### src/rtl/prpg_bist_ctrl_if.sv
// ---------------------------------------------------------------------------
// prpg_bist_ctrl_if
//
// Purpose: groups the test-control and CUT-facing signals of the PRPG BIST
// sequencer into one bundle. Clock and reset stay outside as plain ports.
//
// Signal summary:
//   start         control -> BIST  begin a test (honoured only when idle)
//   seed          control -> BIST  PRPG seed
//   num_pat       control -> BIST  number of patterns to apply
//   golden        control -> BIST  expected final signature
//   response      CUT     -> BIST  CUT output for the current pattern
//   pattern       BIST    -> CUT   current PRPG state
//   pattern_valid BIST    -> CUT   pattern is being applied this cycle
//   busy          BIST    -> ctrl  a test is in progress
//   done          BIST    -> ctrl  one-cycle end-of-test pulse
//   pass          BIST    -> ctrl  last signature matched golden
//   seed_err      BIST    -> ctrl  last seed was all-zero
//   signature     BIST    -> ctrl  final MISR value of last test
//   repeat_flag   BIST    -> ctrl  pattern reuse detected (optional feature)
//
// Modports:
//   master - the test-control side (drives start/seed/num_pat/golden/response)
//   slave  - the BIST sequencer itself
// ---------------------------------------------------------------------------
interface prpg_bist_ctrl_if #(
  parameter int WIDTH = 3,
  parameter int CNT_W = 8
);

  logic             start;
  logic [WIDTH-1:0] seed;
  logic [CNT_W-1:0] num_pat;
  logic [WIDTH-1:0] golden;
  logic [WIDTH-1:0] response;
  logic [WIDTH-1:0] pattern;
  logic             pattern_valid;
  logic             busy;
  logic             done;
  logic             pass;
  logic             seed_err;
  logic [WIDTH-1:0] signature;
  logic             repeat_flag;

  modport master (
    output start, seed, num_pat, golden, response,
    input  pattern, pattern_valid, busy, done, pass, seed_err, signature,
           repeat_flag
  );

  modport slave (
    input  start, seed, num_pat, golden, response,
    output pattern, pattern_valid, busy, done, pass, seed_err, signature,
           repeat_flag
  );

endinterface

### src/rtl/prpg_bist_ctrl.sv
// ---------------------------------------------------------------------------
// prpg_bist_ctrl
//
// Purpose: BIST sequencer. On start it seeds a Fibonacci PRPG (shift toward
// the MSB, feedback into bit 0), streams num_pat patterns to a combinational
// CUT, folds every CUT response into a MISR, then compares the final
// signature against golden and reports pass/fail with a one-cycle done pulse.
//
// Ports:
//   clk    rising-edge clock
//   rst_n  synchronous active-low reset; aborts a running test silently
//   bus    prpg_bist_ctrl_if.slave carrying start, seed, num_pat, golden,
//          response (in) and pattern, pattern_valid, busy, done, pass,
//          seed_err, signature, repeat_flag (out)
//
// Parameters:
//   WIDTH  PRPG / MISR / pattern width (>= 2)
//   TAPS   feedback mask; feedback bit = XOR-reduce(reg & TAPS)
//   CNT_W  width of the pattern counter and num_pat
//
// Optional feature (macro PRPG_BIST_REPEAT_CHECK_EN):
//   When defined, the seed is held for the duration of the test and
//   repeat_flag goes high (sticky until the next start) if the PRPG is about
//   to return to the seed while more patterns remain, i.e. num_pat exceeds
//   the LFSR period. When undefined, repeat_flag is tied low and no seed
//   copy is kept.
// ---------------------------------------------------------------------------
module prpg_bist_ctrl #(
  parameter int               WIDTH = 3,
  parameter logic [WIDTH-1:0] TAPS  = WIDTH'(3'b101),
  parameter int               CNT_W = 8
) (
  input  logic                 clk,
  input  logic                 rst_n,
  prpg_bist_ctrl_if.slave      bus
);

  typedef enum logic [2:0] {
    StIdle,
    StSeed,
    StRun,
    StCompare,
    StDone
  } state_t;

  state_t           state_q,     state_d;
  logic [WIDTH-1:0] prpg_q,      prpg_d;
  logic [WIDTH-1:0] misr_q,      misr_d;
  logic [CNT_W-1:0] count_q,     count_d;
  logic [CNT_W-1:0] numPat_q,    numPat_d;
  logic             pass_q,      pass_d;
  logic             seedErr_q,   seedErr_d;
  logic [WIDTH-1:0] signature_q, signature_d;

  logic [WIDTH-1:0] prpgShift;
  logic             lastPattern;

  // One LFSR step shared by the PRPG and the MISR: shift toward the MSB and
  // feed the XOR of the tapped bits back into bit 0.
  function automatic logic [WIDTH-1:0] shiftReg(input logic [WIDTH-1:0] r);
    return {r[WIDTH-2:0], ^(r & TAPS)};
  endfunction

  // The PRPG's next value is needed both by the RUN datapath and by the
  // optional repeat detector, so compute it once. lastPattern uses the full
  // counter width so num_pat = 2^CNT_W-1 terminates correctly; RUN is only
  // entered with a non-zero num_pat, so the subtraction never wraps there.
  assign prpgShift   = shiftReg(prpg_q);
  assign lastPattern = (count_q == (numPat_q - CNT_W'(1)));

  // State and datapath registers. Reset is synchronous and dominates
  // everything, so a test in flight is abandoned without a done pulse.
  always_ff @(posedge clk) begin
    if (!rst_n) begin
      state_q     <= StIdle;
      prpg_q      <= WIDTH'(1);
      misr_q      <= '0;
      count_q     <= '0;
      numPat_q    <= '0;
      pass_q      <= 1'b0;
      seedErr_q   <= 1'b0;
      signature_q <= '0;
    end else begin
      state_q     <= state_d;
      prpg_q      <= prpg_d;
      misr_q      <= misr_d;
      count_q     <= count_d;
      numPat_q    <= numPat_d;
      pass_q      <= pass_d;
      seedErr_q   <= seedErr_d;
      signature_q <= signature_d;
    end
  end

  // Next-state and datapath logic. Everything holds by default; each state
  // only touches what it owns. start is looked at in IDLE only, so a start
  // while busy (including the DONE cycle) is dropped rather than queued.
  // num_pat is copied at start and seed is used only in SEED, so later
  // changes on those inputs cannot disturb a running test; golden is read
  // only in COMPARE.
  always_comb begin
    state_d     = state_q;
    prpg_d      = prpg_q;
    misr_d      = misr_q;
    count_d     = count_q;
    numPat_d    = numPat_q;
    pass_d      = pass_q;
    seedErr_d   = seedErr_q;
    signature_d = signature_q;

    case (state_q)
      StIdle: begin
        if (bus.start) begin
          state_d     = StSeed;
          numPat_d    = bus.num_pat;
          pass_d      = 1'b0;
          seedErr_d   = 1'b0;
          signature_d = '0;
        end
      end

      StSeed: begin
        prpg_d  = bus.seed;
        misr_d  = '0;
        count_d = '0;
        if (bus.seed == '0) begin
          seedErr_d = 1'b1;
          pass_d    = 1'b0;
          state_d   = StDone;
        end else if (numPat_q == '0) begin
          state_d = StCompare;
        end else begin
          state_d = StRun;
        end
      end

      StRun: begin
        misr_d  = shiftReg(misr_q) ^ bus.response;
        prpg_d  = prpgShift;
        count_d = count_q + CNT_W'(1);
        if (lastPattern) begin
          state_d = StCompare;
        end
      end

      StCompare: begin
        signature_d = misr_q;
        pass_d      = (misr_q == bus.golden);
        state_d     = StDone;
      end

      StDone: begin
        state_d = StIdle;
      end

      default: begin
        state_d = StIdle;
      end
    endcase
  end

  // Status outputs are pure decodes of the state plus the held result
  // registers, so they line up exactly with the state timeline.
  assign bus.pattern       = prpg_q;
  assign bus.pattern_valid = (state_q == StRun);
  assign bus.busy          = (state_q != StIdle);
  assign bus.done          = (state_q == StDone);
  assign bus.pass          = pass_q;
  assign bus.seed_err      = seedErr_q;
  assign bus.signature     = signature_q;

`ifdef PRPG_BIST_REPEAT_CHECK_EN

  logic [WIDTH-1:0] seedHold_q, seedHold_d;
  logic             repeat_q,   repeat_d;

  // Repeat detector. The seed is copied alongside the PRPG load so the RUN
  // state can spot the PRPG about to come back to it. The flag is only
  // raised while patterns remain after this one, so a num_pat equal to the
  // period exactly does not count as reuse.
  always_comb begin
    seedHold_d = seedHold_q;
    repeat_d   = repeat_q;
    if ((state_q == StIdle) && bus.start) begin
      repeat_d = 1'b0;
    end
    if (state_q == StSeed) begin
      seedHold_d = bus.seed;
    end
    if ((state_q == StRun) && (prpgShift == seedHold_q) &&
        (count_q < (numPat_q - CNT_W'(1)))) begin
      repeat_d = 1'b1;
    end
  end

  // Repeat detector registers, cleared by the same synchronous reset.
  always_ff @(posedge clk) begin
    if (!rst_n) begin
      seedHold_q <= '0;
      repeat_q   <= 1'b0;
    end else begin
      seedHold_q <= seedHold_d;
      repeat_q   <= repeat_d;
    end
  end

  assign bus.repeat_flag = repeat_q;

`else

  assign bus.repeat_flag = 1'b0;

`endif

endmodule

### src/flat_wrapper.sv
// flat-port wrapper written by rule: the top's interface ports become plain ports
module prpg_bist_ctrl_flat 
#(
  parameter int               WIDTH = 3,
  parameter logic [WIDTH-1:0] TAPS  = WIDTH'(3'b101),
  parameter int               CNT_W = 8
)
  (clk, rst_n, bus_start, bus_seed, bus_num_pat, bus_golden, bus_response, bus_pattern, bus_pattern_valid, bus_busy, bus_done, bus_pass, bus_seed_err, bus_signature, bus_repeat_flag);
  prpg_bist_ctrl_if #(.WIDTH(WIDTH), .CNT_W(CNT_W)) bus_i ();
  input  logic clk;
  input  logic rst_n;
  input wire logic [$bits(bus_i.start)-1:0] bus_start;
  input wire logic [$bits(bus_i.seed)-1:0] bus_seed;
  input wire logic [$bits(bus_i.num_pat)-1:0] bus_num_pat;
  input wire logic [$bits(bus_i.golden)-1:0] bus_golden;
  input wire logic [$bits(bus_i.response)-1:0] bus_response;
  output wire logic [$bits(bus_i.pattern)-1:0] bus_pattern;
  output wire logic [$bits(bus_i.pattern_valid)-1:0] bus_pattern_valid;
  output wire logic [$bits(bus_i.busy)-1:0] bus_busy;
  output wire logic [$bits(bus_i.done)-1:0] bus_done;
  output wire logic [$bits(bus_i.pass)-1:0] bus_pass;
  output wire logic [$bits(bus_i.seed_err)-1:0] bus_seed_err;
  output wire logic [$bits(bus_i.signature)-1:0] bus_signature;
  output wire logic [$bits(bus_i.repeat_flag)-1:0] bus_repeat_flag;
  assign bus_i.start = bus_start;
  assign bus_i.seed = bus_seed;
  assign bus_i.num_pat = bus_num_pat;
  assign bus_i.golden = bus_golden;
  assign bus_i.response = bus_response;
  assign bus_pattern = bus_i.pattern;
  assign bus_pattern_valid = bus_i.pattern_valid;
  assign bus_busy = bus_i.busy;
  assign bus_done = bus_i.done;
  assign bus_pass = bus_i.pass;
  assign bus_seed_err = bus_i.seed_err;
  assign bus_signature = bus_i.signature;
  assign bus_repeat_flag = bus_i.repeat_flag;
  prpg_bist_ctrl #(.WIDTH(WIDTH), .TAPS(TAPS), .CNT_W(CNT_W)) u_core (.clk(clk), .rst_n(rst_n), .bus(bus_i));
endmodule
### config.mk
export PLATFORM = sky130hd
export DESIGN_NAME = prpg_bist_ctrl_flat
export DESIGN_NICKNAME = d
export VERILOG_FILES = /design/src/rtl/prpg_bist_ctrl_if.sv /design/src/rtl/prpg_bist_ctrl.sv /design/src/flat_wrapper.sv
export SDC_FILE = /design/constraint.sdc
export NUM_CORES = 1
export LEC_CHECK = 0
export ABC_CLOCK_PERIOD_IN_PS = 2050
export CORE_UTILIZATION = 53
export CTS_BUF_LIST = sky130_fd_sc_hd__clkbuf_4 sky130_fd_sc_hd__clkbuf_8
export DETAILED_ROUTE_END_ITERATION = 16
export GPL_ROUTABILITY_DRIVEN = 0
export PLACE_DENSITY = 0.82
export SLEW_MARGIN = 20
export SYNTH_ARGS = -nofsm -noshare
export SYNTH_HDL_FRONTEND = slang
export SYNTH_SLANG_ARGS = --single-unit
### constraint.sdc
create_clock -name clk -period 2.05 [get_ports clk]
set_input_delay 0.5125 -clock clk [delete_from_list [all_inputs] [get_ports clk]]
set_output_delay 0.5125 -clock clk [all_outputs]
set_load 0.01 [all_outputs]
==> results.json, run 1 <==
{
  "p_leak_nw": 0.781,
  "synth.area.top_cells": "dfxtp_1 37%, a21boi_0 7.0%, nand2_1 6.7%",
  "period_needed_ns": 1.98,
  "hold_end": "u_core.bus.pattern[1]$_SDFFE_PN0P_",
  "setup_viol": 0,
  "cap_violations": 0,
  "crit_slowest_cell": "dfxtp_1",
  "fin_ws_ns": 0.0737,
  "synth_area_leader_cell": "dfxtp_1",
  "cts-root-buf": "clkbuf_4",
  "numCtsBuffers": 5,
  "dieHeight_um": 57.2,
  "syn-num-nets": 217,
  "start_kind": "flip-flop",
  "coreArea_um2": 2830,
  "syn_area_per_cell_um2": 8.29,
  "area_growth_pct": 28.5,
  "path_buf_inv": 2,
  "synth_flop_cell": "dfxtp_1",
  "criticalPathCategory": "reg -> out",
  "cp-end-kind": "primary output",
  "grt_overflow": 0,
  "dpl-instance-area_um2": 1990,
  "p_total_w": 0.00165,
  "ios": 32,
  "slowest_delay_ns": 0.33,
  "required_ns": 1.54,
  "drc_errors": 0,
  "dieArea_um2": 3270,
  "grt_max_degree": 18,
  "vias": 1509,
  "fin_util": 0.734,
  "final_nets": 256,
  "post-cts-setup-buffers": 0,
  "yosysTopAreaCellShare": 0.372,
  "status": "finished, final reports clean",
  "rows": 19,
  "final_cell_mix": "30 x dfxtp_1, 29 x nand2_1, 27 x clkdlybuf4s50_1",
  "rrSetupSlack_ns": 0.26,
  "rsz0062_at_grt": "false",
  "async_flop_share": 0,
  "h-tree-depth": 2,
  "dp_hpwl_um": 2850,
  "place_ws_ns": 0.119,
  "rr_startpoint": "u_core.numPat_q[0]$_SDFFE_PN0P_",
  "arrival_ns": 1.46,
  "drt-initial-drc-count": 84,
  "max_freq_mhz": 506,
  "rr_worst_depth": 5,
  "critPathMaxFanout": 6,
  "path_cells": "buf_4 > nor2_1 > and2_1 > dlygate4sd2_1",
  "cp_top_family": "buffers and inverters",
  "ys_types": 40,
  "ir_drop_mv": 0.460,
  "finalHoldViolCount": 0,
  "viasPerCell": 5.67,
  "antenna_found_initial": 0,
  "drive_above_1_share": 0.111,
  "path_depth": 4,
  "cts_resized": 6,
  "ant_nets": 0,
  "rr_endpoint": "u_core.state_q[0]$_SDFFE_PN0P_",
  "grt_pass1_wl_um": 6360,
  "wirelength_um": 3840,
  "cts_hold_buf": 0,
  "synth_edf_count": 0,
  "fin_skew_ns": 0.0114,
  "grt_use_total": 0.254,
  "synth-seq-cells": 30,
  "yosysWarnings": 0,
  "layout_commonest_cell": "dfxtp_1",
  "clk_pin_slew_ns": 0.09,
  "hp-start": "u_core.bus.pattern[1]$_SDFFE_PN0P_",
  "die_x_um": 57.2,
  "period_share": 0.964,
  "power-per-cell-area_nw_per_um2": 795,
  "grt_pass1_vias": 1482,
  "io_buffers": 30,
  "diodes": 0,
  "wl_per_cell_um": 14.4,
  "cts_tree": "yes",
  "hp-class": "reg -> reg",
  "cts_buffer_depth": 2,
  "fin_area_um2": 2080,
  "syn-cell-area_um2": 1620,
  "insertion_delay_ns": 0.35,
  "ys_seq_area_frac": 0.372,
  "clkSinkCount": 30,
  "initial_core_util": 0.571,
  "dr.pass1.iters": 4,
  "final.setup.tns_ns": 0,
  "slew_violations": 0,
  "synthesis.instances": 195,
  "min_delay_path_depth": 2
}
==> tightest hold or removal path: stages (launching register included) <==
cell and delay [ns]:
dfxtp_1 0.33, nand2_1 0.06, a21boi_0 0.07
==> synthesized netlist by cell type, types with 2 or more instances <==
cell and instances:
nor4_1 2, nor2b_1 6, a31oi_1 2, xor2_1 4
or3_1 3, a21boi_0 15, xnor2_1 11, nor3b_1 4
nand3_1 8, nor3_1 7, nand3b_1 3, or3b_1 2
and2_1 5, mux2i_1 2, inv_1 4, nand2b_1 3
o2111ai_1 2, nand2_1 29, nand4_1 2, a22oi_1 6
nor2_1 11, o21ai_0 6, ha_1 2, clkbuf_1 5
dfxtp_1 30, a21oi_1 7
==> flip-flops by register name, indices dropped and copies added (netlist names) <==
register	cells
u_core.bus.pattern	3
u_core.bus.pass	1
u_core.state_q	3
u_core.bus.signature	3
u_core.count_q	8
u_core.bus.seed_err	1
u_core.numPat_q	8
u_core.misr_q	3
==> where the power goes <==
part / switching [W] / internal [W] / total, W
registers: 0.0000552 / 0.000631 / 0.000686
clock network: 0.000219 / 0.000234 / 0.000453
logic: 0.000260 / 0.000252 / 0.000512
total: 0.000534 / 0.00112 / 0.00165
==> through the flow <==
step	hold WS, ns	std cells
3_3_place_gp	0.467	258
3_5_place_dp	0.473	258
4_1_cts	0.497	266
5_1_grt	0.515	266
2_1_floorplan	0.470	195
6_report	0.493	266
==> cell families (layout without fill, tap and decap cells) <==
family                     Yosys count  count (layout)  share of synthesized area
and+or+nand+nor                     91              91                      0.305
AOI/OAI and AO/OA                   41              41                      0.171
DFF                                 30              30                      0.372
xor gates and xnor gates            15              15                     0.0813
buffers and inverters               13              53                     0.0410
adders and majority gates            2               2                     0.0155
muxes                                2               2                     0.0124
other                                1               1                    0.00232
==> layer usage <==
metal	GRT usage	vias up	wire length (µm)
met1	0.290	710	1660
met2	0.450	32	1960
met4	0.129	0	107
met5	0	-	0
met3	0.0499	9	118
li1	-	758	-
==> worst max path at each step <==
stage / start / to / slack [ns]
6_report: u_core.state_q[0]$_SDFFE_PN0P_ / bus_done / 0.07
3_3_place_gp: u_core.state_q[0]$_SDFFE_PN0P_ / bus_pattern_valid / 0.20
4_1_cts: u_core.state_q[0]$_SDFFE_PN0P_ / bus_done / 0.09
3_5_place_dp: bus_seed[1] / u_core.state_q[0]$_SDFFE_PN0P_ / 0.12
2_1_floorplan: u_core.numPat_q[0]$_SDFFE_PN0P_ / u_core.state_q[0]$_SDFFE_PN0P_ / 0.41
5_1_grt: u_core.state_q[1]$_SDFFE_PN0P_ / bus_done / 0.03
==> layout make-up <==
class,count,area [µm²]
clock buffers,8,78.8
multi-input cells,152,963
fillers,232,752
repair buffers,40,372
inverters,5,23.8
flip-flops and latches,30,601
well taps,31,38.8
Note: power is estimated with default switching activity, not from simulation.
==> run 2, diff against run 1 <==
--- a/config.mk
+++ b/config.mk
@@ -6,6 +6,7 @@
 export NUM_CORES = 1
 export LEC_CHECK = 0
 export ABC_CLOCK_PERIOD_IN_PS = 2050
+export CORE_ASPECT_RATIO = 2
 export CORE_UTILIZATION = 53
 export CTS_BUF_LIST = sky130_fd_sc_hd__clkbuf_4 sky130_fd_sc_hd__clkbuf_8
 export DETAILED_ROUTE_END_ITERATION = 16
==> constraint.sdc (replaced) <==
create_clock -name clk -period 2.05 [get_ports clk]
set_input_delay 0.5125 -clock clk [delete_from_list [all_inputs] [get_ports clk]]
set_output_delay 0.5125 -clock clk [all_outputs]
set_load 0.005 [all_outputs]
==> results.json, run 2 (synthesized netlist as in run 1, its figures left out) <==
{
  "path_cells": "buf_4 > nor3_4 > inv_1 > clkdlybuf4s50_1",
  "path_buf_inv": 3,
  "hp-class": "reg -> reg",
  "slew_headroom": 0.638,
  "arrival_ns": 1.45,
  "cts_buffer_depth": 2,
  "clkSinkCount": 30,
  "finalHoldViolCount": 0,
  "cap_violations": 0,
  "dieArea_um2": 3290,
  "criticalPathCategory": "reg -> out",
  "cts-root-buf": "clkbuf_8",
  "slew_violations": 0,
  "diodes": 0,
  "setup_viol": 0,
  "crit_slowest_cell": "clkdlybuf4s50_1",
  "wirelength_um": 3910,
  "critPathMaxFanout": 10,
  "final_cells": 263,
  "antenna_found_initial": 0,
  "rrSetupSlack_ns": 0.28,
  "numCtsBuffers": 5,
  "clk_pin_slew_ns": 0.06,
  "drc_errors": 0,
  "cp-end-kind": "primary output",
  "grt_pass1_vias": 1449,
  "power-per-cell-area_nw_per_um2": 800,
  "slowest_delay_ns": 0.44,
  "final_cell_mix": "29 x nand2_1, 29 x dfxtp_1, 28 x clkdlybuf4s50_1",
  "cts_hold_buf": 0,
  "dr.pass1.iters": 9,
  "ant_nets": 0,
  "status": "finished, final reports clean",
  "area_growth_pct": 29.2,
  "die_x_um": 41.1,
  "required_ns": 1.54,
  "post-cts-setup-buffers": 0,
  "worst_slew_pin_slew_ns": 0.541,
  "period_needed_ns": 1.96,
  "reg_top3": "u_core.count_q x8, u_core.numPat_q x8",
  "p_leak_nw": 0.790,
  "final.setup.tns_ns": 0,
  "period_share": 0.958,
  "fill_cells": 246,
  "io_buffers": 30,
  "multi_input_area_um2": 966,
  "grt_overflow": 0,
  "insertion_delay_ns": 0.28,
  "grt_pass1_wl_um": 6030,
  "h-tree-depth": 2,
  "viasPerCell": 5.76,
  "grt_use_total": 0.272,
  "final-seq-area_um2": 604,
  "max_freq_mhz": 509,
  "start_kind": "flip-flop",
  "place_inst": 255,
  "dieHeight_um": 80.1,
  "cts_tree": "yes",
  "drive_above_1_share": 0.112,
  "drt-initial-drc-count": 29,
  "fin_skew_ns": 0.00569,
  "cp_top_family": "buffers and inverters",
  "grt_max_degree": 17,
  "vias": 1515,
  "ios": 32,
  "dp_hpwl_um": 3080,
  "initial_core_util": 0.549,
  "coreArea_um2": 2940,
  "wl_per_cell_um": 14.9,
  "final_nets": 254,
  "rows": 28,
  "ir_drop_mv": 0.707,
  "rsz0062_at_grt": "false"
}
==> run 2: through the flow <==
| stage | power (W) | util | hold WS, ns | instance area (µm²) | setup slack, ns |
|---|---|---|---|---|---|
| 2_1_floorplan | 0.000997 | - | 0.470 | 1620 | 0.416 |
| 3_3_place_gp | 0.00115 | 0.670 | 0.471 | 1970 | 0.173 |
| 3_5_place_dp | 0.00117 | 0.670 | 0.476 | 1970 | 0.0864 |
| 4_1_cts | 0.00167 | 0.706 | 0.484 | 2080 | 0.0107 |
| 5_1_grt | 0.00177 | 0.710 | 0.504 | 2090 | 0.0266 |
| 6_report | 0.00167 | 0.710 | 0.479 | 2090 | 0.0853 |
==> run 2: repair_timing <==
item                       in CTS  in global routing
resized for setup               5                  3
pin swaps                       1                  0
setup endpoints to repair       2                  2
==> run 2: metal layers <==
layer / track usage / wire length, µm / vias up
li1: - / - / 755
met1: 0.215 / 1310 / 716
met2: 0.528 / 2390 / 34
met3: 0.0801 / 115 / 10
met4: 0.103 / 87 / 0
met5: 0 / 0 / -
==> run 2: worst register-to-register path, stage by stage, from the launching register on <==
cell	delay, ns
dfxtp_1	0.36
or4_4	0.56
o2111ai_1	0.18
or3b_1	0.37
nand4_1	0.11
a21oi_1	0.07
==> run 2: worst paths after layout <==
path,startpoint,endpoint,cells past startpoint
min,u_core.bus.signature[1]$_SDFFE_PN0P_,u_core.bus.signature[1]$_SDFFE_PN0P_,2
max,u_core.state_q[1]$_SDFFE_PN0P_,bus_busy,4
min reg2reg,u_core.bus.signature[1]$_SDFFE_PN0P_,u_core.bus.signature[1]$_SDFFE_PN0P_,2
max reg2reg,u_core.numPat_q[0]$_SDFFE_PN0P_,u_core.state_q[0]$_SDFFE_PN0P_,5
==> run 2: final cells by class <==
class | instances | share of cell area
sequential | 30 | 0.289
tap | 30 | 0.0180
multi-input combinational | 152 | 0.463
clock inverter | 1 | 0.00240
clock buffer | 7 | 0.0431
inverter | 5 | 0.0114
timing repair buffer | 38 | 0.173
==> run 2: report_power, final <==
group | total (W) | switching [W] | internal [W]
clock | 0.000497 | 0.000213 | 0.000283
sequential | 0.000697 | 0.0000632 | 0.000634
combinational | 0.000477 | 0.000233 | 0.000244
==> run 3, diff against run 2 <==
--- a/config.mk
+++ b/config.mk
@@ -5,13 +5,14 @@
 export SDC_FILE = /design/constraint.sdc
 export NUM_CORES = 1
 export LEC_CHECK = 0
-export ABC_CLOCK_PERIOD_IN_PS = 2050
+export ABC_AREA = 0
+export ABC_CLOCK_PERIOD_IN_PS = 2300
 export CORE_ASPECT_RATIO = 2
-export CORE_UTILIZATION = 53
+export CORE_UTILIZATION = 57
 export CTS_BUF_LIST = sky130_fd_sc_hd__clkbuf_4 sky130_fd_sc_hd__clkbuf_8
 export DETAILED_ROUTE_END_ITERATION = 16
 export GPL_ROUTABILITY_DRIVEN = 0
-export PLACE_DENSITY = 0.82
+export PLACE_DENSITY = 0.87
 export SLEW_MARGIN = 20
 export SYNTH_ARGS = -nofsm -noshare
 export SYNTH_HDL_FRONTEND = slang
==> constraint.sdc (replaced) <==
create_clock -name clk -period 2.3 [get_ports clk]
set_input_delay 0.575 -clock clk [delete_from_list [all_inputs] [get_ports clk]]
set_output_delay 0.575 -clock clk [all_outputs]
set_load 0.005 [all_outputs]
==> results.json, run 3 (synthesized netlist as in run 1, its figures left out) <==
{
  "cap_violations": 0,
  "crit_slowest_cell": "clkdlybuf4s50_1",
  "place_ws_ns": 0.279,
  "status": "finished, final reports clean",
  "vias": 1492,
  "dieHeight_um": 77.3,
  "cts-root-buf": "clkbuf_8",
  "ir_drop_mv": 0.648,
  "io_buffers": 30,
  "cp-end-kind": "primary output",
  "rrSetupSlack_ns": 0.49,
  "slew_headroom": 0.625,
  "clkSinkCount": 30,
  "h-tree-depth": 2,
  "grt_max_degree": 28,
  "period_needed_ns": 2.22,
  "setup_viol": 0,
  "grt_pass1_wl_um": 6160,
  "path_depth": 3,
  "wirelength_um": 3800,
  "final_nets": 251,
  "drc_errors": 0,
  "worst_slew_pin_slew_ns": 0.561,
  "cts_tree": "yes",
  "numCtsBuffers": 5,
  "swShare": 0.306,
  "rr_startpoint": "u_core.numPat_q[0]$_SDFFE_PN0P_",
  "path_cells": "or3b_4 > inv_6 > clkdlybuf4s50_1",
  "p_seq_frac": 0.418,
  "path_buf_inv": 2,
  "viasPerCell": 5.76,
  "cp-startpoint": "u_core.state_q[0]$_SDFFE_PN0P_",
  "coreArea_um2": 2740,
  "initial_core_util": 0.591,
  "p_clk_frac": 0.300,
  "finalHoldViolCount": 0,
  "criticalPathCategory": "reg -> out",
  "drive_above_1_share": 0.0870,
  "internal_power_w": 0.00103,
  "fin_skew_ns": 0.00522,
  "grt_overflow": 0,
  "die_x_um": 39.7,
  "p_total_w": 0.00148,
  "arrival_ns": 1.64,
  "rows": 27,
  "period_share": 0.964,
  "dpl-instance-area_um2": 1950,
  "reg_top3": "u_core.count_q x8, u_core.numPat_q x8",
  "hp-start": "u_core.bus.signature[0]$_SDFFE_PN0P_",
  "grt_use_total": 0.290,
  "slowest_delay_ns": 0.48,
  "final_cell_mix": "30 x clkdlybuf4s50_1, 30 x dfxtp_1, 29 x nand2_1",
  "clk_pin_slew_ns": 0.06,
  "area_growth_pct": 26.5,
  "p_sw_w": 0.000453,
  "critPathMaxFanout": 7,
  "dp_hpwl_um": 2870,
  "p_comb_frac": 0.282,
  "p_leak_nw": 0.747,
  "rr_endpoint": "u_core.state_q[0]$_SDFFE_PN0P_",
  "final.setup.tns_ns": 0,
  "antenna_found_initial": 0,
  "drt-initial-drc-count": 21,
  "diodes": 0,
  "crit_end": "bus_pattern_valid",
  "rsz0062_at_grt": "false",
  "hp-class": "reg -> reg",
  "grt_pass1_vias": 1464,
  "fin_ws_ns": 0.0830,
  "start_kind": "flip-flop",
  "dieArea_um2": 3070,
  "insertion_delay_ns": 0.28,
  "max_freq_mhz": 451,
  "slew_violations": 0,
  "required_ns": 1.73,
  "dr.pass1.iters": 4,
  "fin_area_um2": 2050,
  "cts_buffer_depth": 2,
  "power-per-cell-area_nw_per_um2": 723,
  "ant_nets": 0,
  "wl_per_cell_um": 14.7,
  "cts_hold_buf": 0,
  "ios": 32,
  "rr_worst_depth": 5,
  "cp_top_family": "buffers and inverters"
}
## run 3: metal layers
metal	wire length [µm]	track usage	vias to the layer above
met5	0	0	-
met4	210	0.197	0
met3	120	0.0896	16
met2	2150	0.497	33
met1	1320	0.258	695
li1	-	-	748
## run 3: power by group through the flow
| stage | sequential [W] | clock (W) | combinational (W) |
|---|---|---|---|
| floorplan | 0.000614 | 0 | 0.000274 |
| global placement | 0.000624 | 0 | 0.000394 |
| detailed placement | 0.000627 | 0 | 0.000412 |
| CTS | 0.000616 | 0.000451 | 0.000417 |
| global route | 0.000625 | 0.000470 | 0.000462 |
| finish | 0.000618 | 0.000444 | 0.000417 |
## run 3: layout make-up
class | count | area (µm²)
clock buffers | 7 | 90.1
flip-flops and latches | 30 | 601
clock inverters | 1 | 5.00
repair buffers | 35 | 338
inverters | 5 | 23.8
multi-input cells | 152 | 952
fillers | 213 | 691
well taps | 29 | 36.3
## run 3: worst min path at each step
stage / end / slack [ns] / depth (start not counted)
after global routing: u_core.bus.signature[1]$_SDFFE_PN0P_ / 0.51 / 2
after CTS: u_core.bus.signature[0]$_SDFFE_PN0P_ / 0.48 / 2
after floorplan: u_core.numPat_q[1]$_SDFFE_PN0P_ / 0.47 / 2
after global placement: u_core.bus.signature[1]$_SDFFE_PN0P_ / 0.47 / 2
final: u_core.bus.signature[0]$_SDFFE_PN0P_ / 0.48 / 2
after detailed placement: u_core.bus.signature[2]$_SDFFE_PN0P_ / 0.47 / 2
## run 3: through the flow
stage | util | cells | hold WS (ns)
final | 0.748 | 259 | 0.477
after global routing | 0.748 | 259 | 0.508
after CTS | 0.747 | 259 | 0.477
after detailed placement | 0.712 | 251 | 0.467
after global placement | 0.712 | 251 | 0.469
after floorplan | - | 195 | 0.470
## run 3: worst reg2reg max path: cells and delay by family (launching register included)
kind	cells	cell delay, ns
DFF	1	0.36
and+or+nand+nor	3	0.85
AOI/OAI and AO/OA	2	0.53
## run 3: repair_timing
action	4_1_cts	5_1_grt
endpoints found under the setup margin	0	1
hold endpoints to repair	0	0
gates resized for setup	0	1
setup buffers	0	0
